File: config.mk
export PLATFORM = sky130hd
export DESIGN_NAME = sprite_line_scheduler
export DESIGN_NICKNAME = d
export VERILOG_FILES = /design/src/rtl/sprite_line_scheduler.sv
export SDC_FILE = /design/constraint.sdc
export NUM_CORES = 1
export LEC_CHECK = 0
export BUFFER_PORTS_ARGS = -buffer_cell sky130_fd_sc_hd__buf_2
export CAP_MARGIN = 15
export CORE_ASPECT_RATIO = 0.8
export CORE_MARGIN = 2
export CORE_UTILIZATION = 45
export DETAILED_ROUTE_END_ITERATION = 10
export MAX_ROUTING_LAYER = met4
export PLACE_DENSITY = 0.68
export SYNTH_ARGS = -nofsm -noshare
export SYNTH_HDL_FRONTEND = slang
export SYNTH_SLANG_ARGS = --single-unit
File: constraint.sdc
create_clock -name clk -period 4.5 [get_ports clk]
set_input_delay 0.45 -clock clk [delete_from_list [all_inputs] [get_ports clk]]
set_output_delay 0.45 -clock clk [all_outputs]
set_load 0.02 [all_outputs]
File: src/rtl/sprite_line_scheduler.sv
// sprite_line_scheduler: per-scanline sprite evaluator that fills a pending slot table
// and swaps it into the active tile-draw slot table on each line-start pulse.
module sprite_line_scheduler #(
    parameter int SPRITE_NUM = 64,
    parameter int SLOT_NUM   = 8,
    parameter int TILE_H     = 8,
    parameter int LINE_W     = 10,
    localparam int IDX_W     = $clog2(SPRITE_NUM)
) (
    input  logic                      clk,
    input  logic                      rst,
    input  logic                      lineStart,
    input  logic [LINE_W-1:0]         nextLineY,
    output logic [IDX_W-1:0]          ramIndex,
    input  logic [31:0]               ramData,
    output logic [SLOT_NUM*IDX_W-1:0] slotIdx,
    output logic [SLOT_NUM-1:0]       slotValid,
    output logic                      lineOverflow,
    output logic                      busy,
    output logic                      evalDone,
    output logic                      evalLate
);
    localparam int CNT_W  = $clog2(SLOT_NUM + 1);
    localparam int SLOT_W = $clog2(SLOT_NUM);

    typedef enum logic [1:0] {IDLE, SCAN, DONE} state_t;

    state_t                    r_state;
    logic [LINE_W-1:0]         r_y;
    logic [IDX_W-1:0]          r_cmp_idx;
    logic                      r_cmp_vld;
    logic [SLOT_NUM*IDX_W-1:0] r_pidx;
    logic [SLOT_NUM-1:0]       r_pvld;
    logic                      r_povf;
    logic [CNT_W-1:0]          r_cnt;

    logic [LINE_W:0]  w_y;
    logic [LINE_W:0]  w_pos;
    logic             w_hit;
    logic             w_last;
    logic             w_full;
    logic [SLOT_W-1:0] w_slot;
    logic             w_unused;

    // One extra bit keeps posY + TILE_H from wrapping for bands that start near 255
    assign w_y      = {1'b0, r_y};
    assign w_pos    = (LINE_W + 1)'(ramData[23:16]);
    assign w_hit    = r_cmp_vld && w_y >= w_pos && w_y < w_pos + (LINE_W + 1)'(TILE_H);
    assign w_last   = r_cmp_vld && r_cmp_idx == IDX_W'(SPRITE_NUM - 1);
    assign w_full   = r_cnt == CNT_W'(SLOT_NUM);
    assign w_slot   = r_cnt[SLOT_W-1:0];
    assign w_unused = ^{ramData[31:24], ramData[15:0]};

    always_ff @(posedge clk or posedge rst) begin
        if (rst) begin
            r_state      <= IDLE;
            r_y          <= '0;
            r_cmp_idx    <= '0;
            r_cmp_vld    <= 1'b0;
            r_pidx       <= '0;
            r_pvld       <= '0;
            r_povf       <= 1'b0;
            r_cnt        <= '0;
            ramIndex     <= '0;
            slotIdx      <= '0;
            slotValid    <= '0;
            lineOverflow <= 1'b0;
            busy         <= 1'b0;
            evalDone     <= 1'b0;
            evalLate     <= 1'b0;
        end else begin
            evalDone <= 1'b0;
            evalLate <= 1'b0;
            if (lineStart) begin
                slotIdx      <= r_pidx;
                slotValid    <= r_pvld;
                lineOverflow <= r_povf;
                r_pidx       <= '0;
                r_pvld       <= '0;
                r_povf       <= 1'b0;
                r_cnt        <= '0;
                r_y          <= nextLineY;
                ramIndex     <= '0;
                r_cmp_vld    <= 1'b0;
                busy         <= 1'b1;
                evalLate     <= r_state == SCAN;
                evalDone     <= r_state == DONE;
                r_state      <= SCAN;
            end else if (r_state == SCAN) begin
                // Data on ramData belongs to the index issued one cycle earlier
                r_cmp_vld <= 1'b1;
                r_cmp_idx <= ramIndex;
                if (ramIndex != IDX_W'(SPRITE_NUM - 1))
                    ramIndex <= ramIndex + 1'b1;
                if (w_hit && w_full) begin
                    r_povf  <= 1'b1;
                    r_state <= DONE;
                end else begin
                    if (w_hit) begin
                        r_pidx[w_slot*IDX_W +: IDX_W] <= r_cmp_idx;
                        r_pvld[w_slot]                <= 1'b1;
                        r_cnt                         <= r_cnt + 1'b1;
                    end
                    if (w_last)
                        r_state <= DONE;
                end
            end else if (r_state == DONE) begin
                evalDone <= 1'b1;
                busy     <= 1'b0;
                r_state  <= IDLE;
            end
        end
    end
endmodule

# == Word-level counts from Yosys, hierarchy flattened ==
# Cells that the tools add are included.
# op_classes
addsub,4
bitwise,2
n_reduce_logical,17
multipliers,1
n_eq_ne,8
n_lt_le_gt_ge,4
muxes,35
shift,2
# ops
op,count
48-bit 2-to-1 mux,4
48-bit bitwise mux,1
6-bit by 34-bit variable shift with 48-bit output (first input constant),1
6-bit by 34-bit indexed part select with 48-bit output,1
6-bit negator with 34-bit output,1
8-bit 2-to-1 mux,4
6-bit 2-to-1 mux,3
4-bit 2-to-1 mux,4
1-bit 2-to-1 mux,13
10-bit by 8-bit >= comparator with 1-bit output,1
10-bit by 9-bit < comparator with 1-bit output,1
2-bit 2-to-1 mux,5
2-bit AND reduction,5
2-bit nonzero test,5
8-bit by 4-bit adder with 9-bit output (second input constant),1
8-bit bitwise OR,1
6-bit by 1-bit adder with 6-bit output (second input constant),1
6-bit equality test (second input constant),1
6-bit != test (second input constant),1
1-bit logical AND,5
3-bit by 2-bit multiplier with 5-bit output (second input constant),1
4-bit by 1-bit adder with 4-bit output (second input constant),1
4-bit equality test (second input constant),1
3-bit by 4-bit < comparator with 1-bit output (second input constant),1
9 further kinds,10
# totals
out_inout_bits,66
register_bits,146
inputBits,45

# == Depth between registers and ports, before layout ==
# depth
ltp_word,9
depth_mapped,12
ltp_nobuf,10

# == Worst setup path after synthesis ==
# OpenSTA, ideal clock, no wires.
# synth_timing
path_kind,register -> register
start,register r_cnt[1]
end,register r_pidx[3]
path_stages_with_launch,11
path_slack_ns,1.348
path_buffers,1
t_arrival_ns,3.052
period_less_slack_ns,3.152
setup_ns,0.099
cell_sequence,dfrtp_1 ha_1 fa_1 xor2_2 nor2_1 ha_1 clkbuf_1 nor4_1 and3_1 a31oi_1 a311oi_1
# synth_via
elab_chain_cells,8
# synth_lines
element,line_no,text
from (decl),35,logic [CNT_W-1:0] r_cnt;
from (signal assigned),102,r_cnt <= r_cnt + 1'b1;
3-bit by 2-bit multiplier with 5-bit output,100,r_pidx[w_slot*IDX_W +: IDX_W] <= r_cmp_idx;
6-bit negator with 34-bit output,100,
6-bit by 34-bit indexed part select with 48-bit output / 6-bit by 34-bit variable shift with 48-bit output (equally long branches),100,
48-bit bitwise mux,100,
48-bit 2-to-1 mux,99,if (w_hit) begin
48-bit 2-to-1 mux,95,if (w_hit && w_full) begin
48-bit 2-to-1 mux,89,end else if (r_state == SCAN) begin
48-bit 2-to-1 mux,74,if (lineStart) begin
"to (signal, indexed assignment)",100,
to (decl),32,logic [SLOT_NUM*IDX_W-1:0] r_pidx;
# Several ways; a longest one is shown, not always the timed one. The select of a mux whose other input is x is not followed.
# A chain may end at the register's enable or synchronous reset.

# == Worst setup path in the final report ==
# layout_timing
start,register r_cnt[1]
end,register r_pidx[2]
# The elaborated chain is that of the path after synthesis.

==> flow_summary.toml <==
[timing]
period_needed_ps = 3870
period_share = 0.859
drv_slew = 0
clock.fmax_mhz = 259
rsz0062_at_grt = "no"
finalSetupViolCount = 0
relSlewSlack = 0.327
worstMarginPinSlew_ps = 1010
hold_violations = 0
finalClockSkew_ps = 7.28
setup_tns_ps = 0

[detailed_routing]
first_iter_violations = 442
drc = 0
post_drt_wl_per_cell_um = 19.2
wirelength_um = 19300
dr.pass1.iters = 7
vias = 5740
ant_nets = 0
via_per_inst = 5.69

[clock_network]
clock_sinks = 146
clk_latency_ps = 420
htreeDepth = 4
clk_pin_slew_ps = 60
cts_hold_buf = 0
cts_made_buffers = 17
root_buffer = "clkbuf_16"
cts_tree = "built"
cts_setup_buffers = 0
ctsResizeCount = 0
clockBufferDepth = 2

[final_layout]
drive_gt1_frac = 0.303
nNetsFinal = 847
layoutNonFillerInstCount = 1008
area.growth.synth_to_final_pct = 16.3
diodes = 0
n_fill_cell = 1461

[critical_path]
reg2reg_depth = 9
worst_r2r_endpoint = "r_pidx[2]$_DFFE_PP0P_"
slowest_stage = "ha_1"
r2r-start = "r_cnt[1]$_DFFE_PP0P_"
crit_fanout = 19
path_cells = "ha_1 > fa_1 > xor2_2 > nor2_1 > ha_1 > nand2_2 > o21ai_1 > a31oi_1 > a311oi_1"
crit_required_ps = 4810
crit_type = "flop to flop"
crit_top_cell = "ha_1"
worstSetupEndpointType = "flop"
slowest_delay_ps = 680
reg2reg_slack_ps = 630
start_kind = "flop"
cp_data_arrival_time_ps = 4180

[synth]
syn_area_um2 = 7640
synth-edff-count = 0
syn_inst = 696
ys_seq_area_frac = 0.478
synthesis.nets = 767
yosys.cell_types.count = 77
ys.flop_type = "dfrtp_1"
ys_ff_latch = 146
syn_avg_cell_area_um2 = 11.0
async_flop_share = 1.00
ys_warn_count = 0

[place]
dp_hpwl_um = 13200
place_congestion = 0.891
dp_cells = 977
port_buffers = 86

[die]
die_width_um = 150
coreArea_um2 = 16600
rows = 42
die_area_um2 = 18000
num_io_pins = 111
initial_core_util = 0.460
die_y_um = 121

[pwr]
leakage_nw = 4.27
power_density_nw_per_um2 = 357
combPwrFrac = 0.111
netSwitchingPower_mw = 0.839
p_int_mw = 2.33
p_sw_frac = 0.265
power.share.clock = 0.455
ir_worst_vdd_uv = 193
seqPwrFrac = 0.434

[worst_hold_path]
worstHoldPathType = "input pin to async pin"

[global_routing]
grt-ovfl-total = 0
gr-usage-all-layers = 0.230
grt_pass1_vias = 5741
grt_max_degree = 104
grt_pass1_wl_um = 31300
antenna_found_initial = 0

[status]
outcome = "complete, no violations"

[run]
drv_cap = 0
## area by class of cell
type                    count  area (um2)  area share
multi-input cells         489        3730       0.420
well taps                 220         275      0.0310
flip-flops and latches    146        3650       0.411
clock inverters            13         161      0.0182
inverters                  20        80.1     0.00902
clock buffers              18         429      0.0483
repair buffers            102         553      0.0623
## how the worst max path moves through the flow
stage                         start                     end  slack (ps)  depth (start not counted)
5_1_grt        r_cnt[1]$_DFFE_PP0P_   r_pidx[2]$_DFFE_PP0P_         440                          9
2_1_floorplan                   rst        busy$_DFFE_PP0P_         130                          1
3_5_place_dp   r_cnt[1]$_DFFE_PP0P_   r_pidx[3]$_DFFE_PP0P_         760                          9
3_3_place_gp   r_cnt[1]$_DFFE_PP0P_  r_pidx[17]$_DFFE_PP0P_         790                          8
4_1_cts        r_cnt[1]$_DFFE_PP0P_   r_pidx[2]$_DFFE_PP0P_         680                          9
6_report       r_cnt[1]$_DFFE_PP0P_   r_pidx[2]$_DFFE_PP0P_         630                          9
## worst max-delay path, delay by kind of cell, from the launching register on
| family | cells | cell delay [ps] |
|---|---|---|
| compound gates | 3 | 820 |
| flops | 1 | 480 |
| simple gates | 2 | 520 |
| fa+ha+maj | 3 | 1570 |
| xor+xnor | 1 | 360 |
## flip-flops by register name, summed over array words and instances (netlist names), 2 cells and up
register	cells
r_cmp_idx	6
ramIndex	6
slotIdx	48
r_cnt	4
r_pidx	48
r_state	2
slotValid	8
r_pvld	8
r_y	10
## power by group through the flow
stage | clock network (mW) | logic [mW] | registers [mW]
finish | 1.44 | 0.350 | 1.38
floorplan | 0 | 0.237 | 1.40
global placement | 0 | 0.339 | 1.40
CTS | 1.46 | 0.350 | 1.37
detailed placement | 0 | 0.349 | 1.40
global route | 1.53 | 0.387 | 1.38
## cells by family (layout without fill, tap and decap cells)
kind of cell	after synthesis	count (layout)	synth area share
AO/OA/AOI/OAI	120	120	0.117
multiplexers	107	107	0.153
XOR/XNOR	12	12	0.0201
adder cells (fa/ha/maj)	26	26	0.0436
AND/OR/NAND/NOR	224	224	0.153
buffers and inverters	61	153	0.0349
flip-flops	146	146	0.478
## metrics by stage
step | utilization | cell area (um2) | hold WS, ps | total power [mW] | worst slack, ps
CTS | 0.535 | 8880 | 243 | 3.19 | 683
global route | 0.535 | 8880 | 251 | 3.30 | 442
finish | 0.535 | 8880 | 241 | 3.17 | 634
global placement | 0.499 | 8290 | 478 | 1.74 | 795
floorplan | - | 7640 | 457 | 1.63 | 127
detailed placement | 0.499 | 8290 | 484 | 1.75 | 764
## cells in the final DEF, fill, tap and decap left out, types with 4 or more instances in the layout
master      Yosys  final
nand2b_1        9      9
buf_2          12     85
nor3_1          8      8
o21ai_0        13     13
nand4_1        13     13
a41oi_1         8      8
a311oi_1        8      8
o32ai_1         4      4
nand3_1        33     33
o31ai_1         5      5
nand2_1        73     73
nor2_1         37     37
mux2i_1        30     30
mux2_2         74     74
o21ai_1         4      4
o22ai_1         4      4
and3_1         11     11
inv_1          18     17
a21oi_1        20     19
xor2_1          4      4
buf_4           4     17
a31oi_1        13     13
clkbuf_16       0     17
clkinvlp_4      0      4
ha_1           25     25
dfrtp_1       146    146
nor2b_1        14     14
## Yosys cell counts (all sizes together), types with 5 or more instances
library cell,number,area share
dfrtp,146,0.48
mux2,77,0.11
nand2,74,0.037
nor2,38,0.019
nand3,33,0.022
mux2i,30,0.039
ha,25,0.041
buf,23,0.016
a21oi,20,0.013
inv,20,0.0098
clkbuf,18,0.0088
o21ai,18,0.012
nand4,14,0.012
nor2b,14,0.011
a31oi,13,0.011
and3,13,0.012
nor3,11,0.0092
a311oi,10,0.013
nand2b,10,0.0085
a41oi,9,0.013
o22ai,7,0.0082
xnor2,6,0.011
xor2,6,0.0088
o31ai,5,0.0049
## layer usage
metal	vias up	global-route usage	routed length, um
met3	21	0.0434	926
met4	0	0.0708	325
met2	166	0.335	8540
li1	2700	-	-
met1	2853	0.329	9530
met5	-	-	0
No activity file was read; power rests on OpenSTA's default activity.
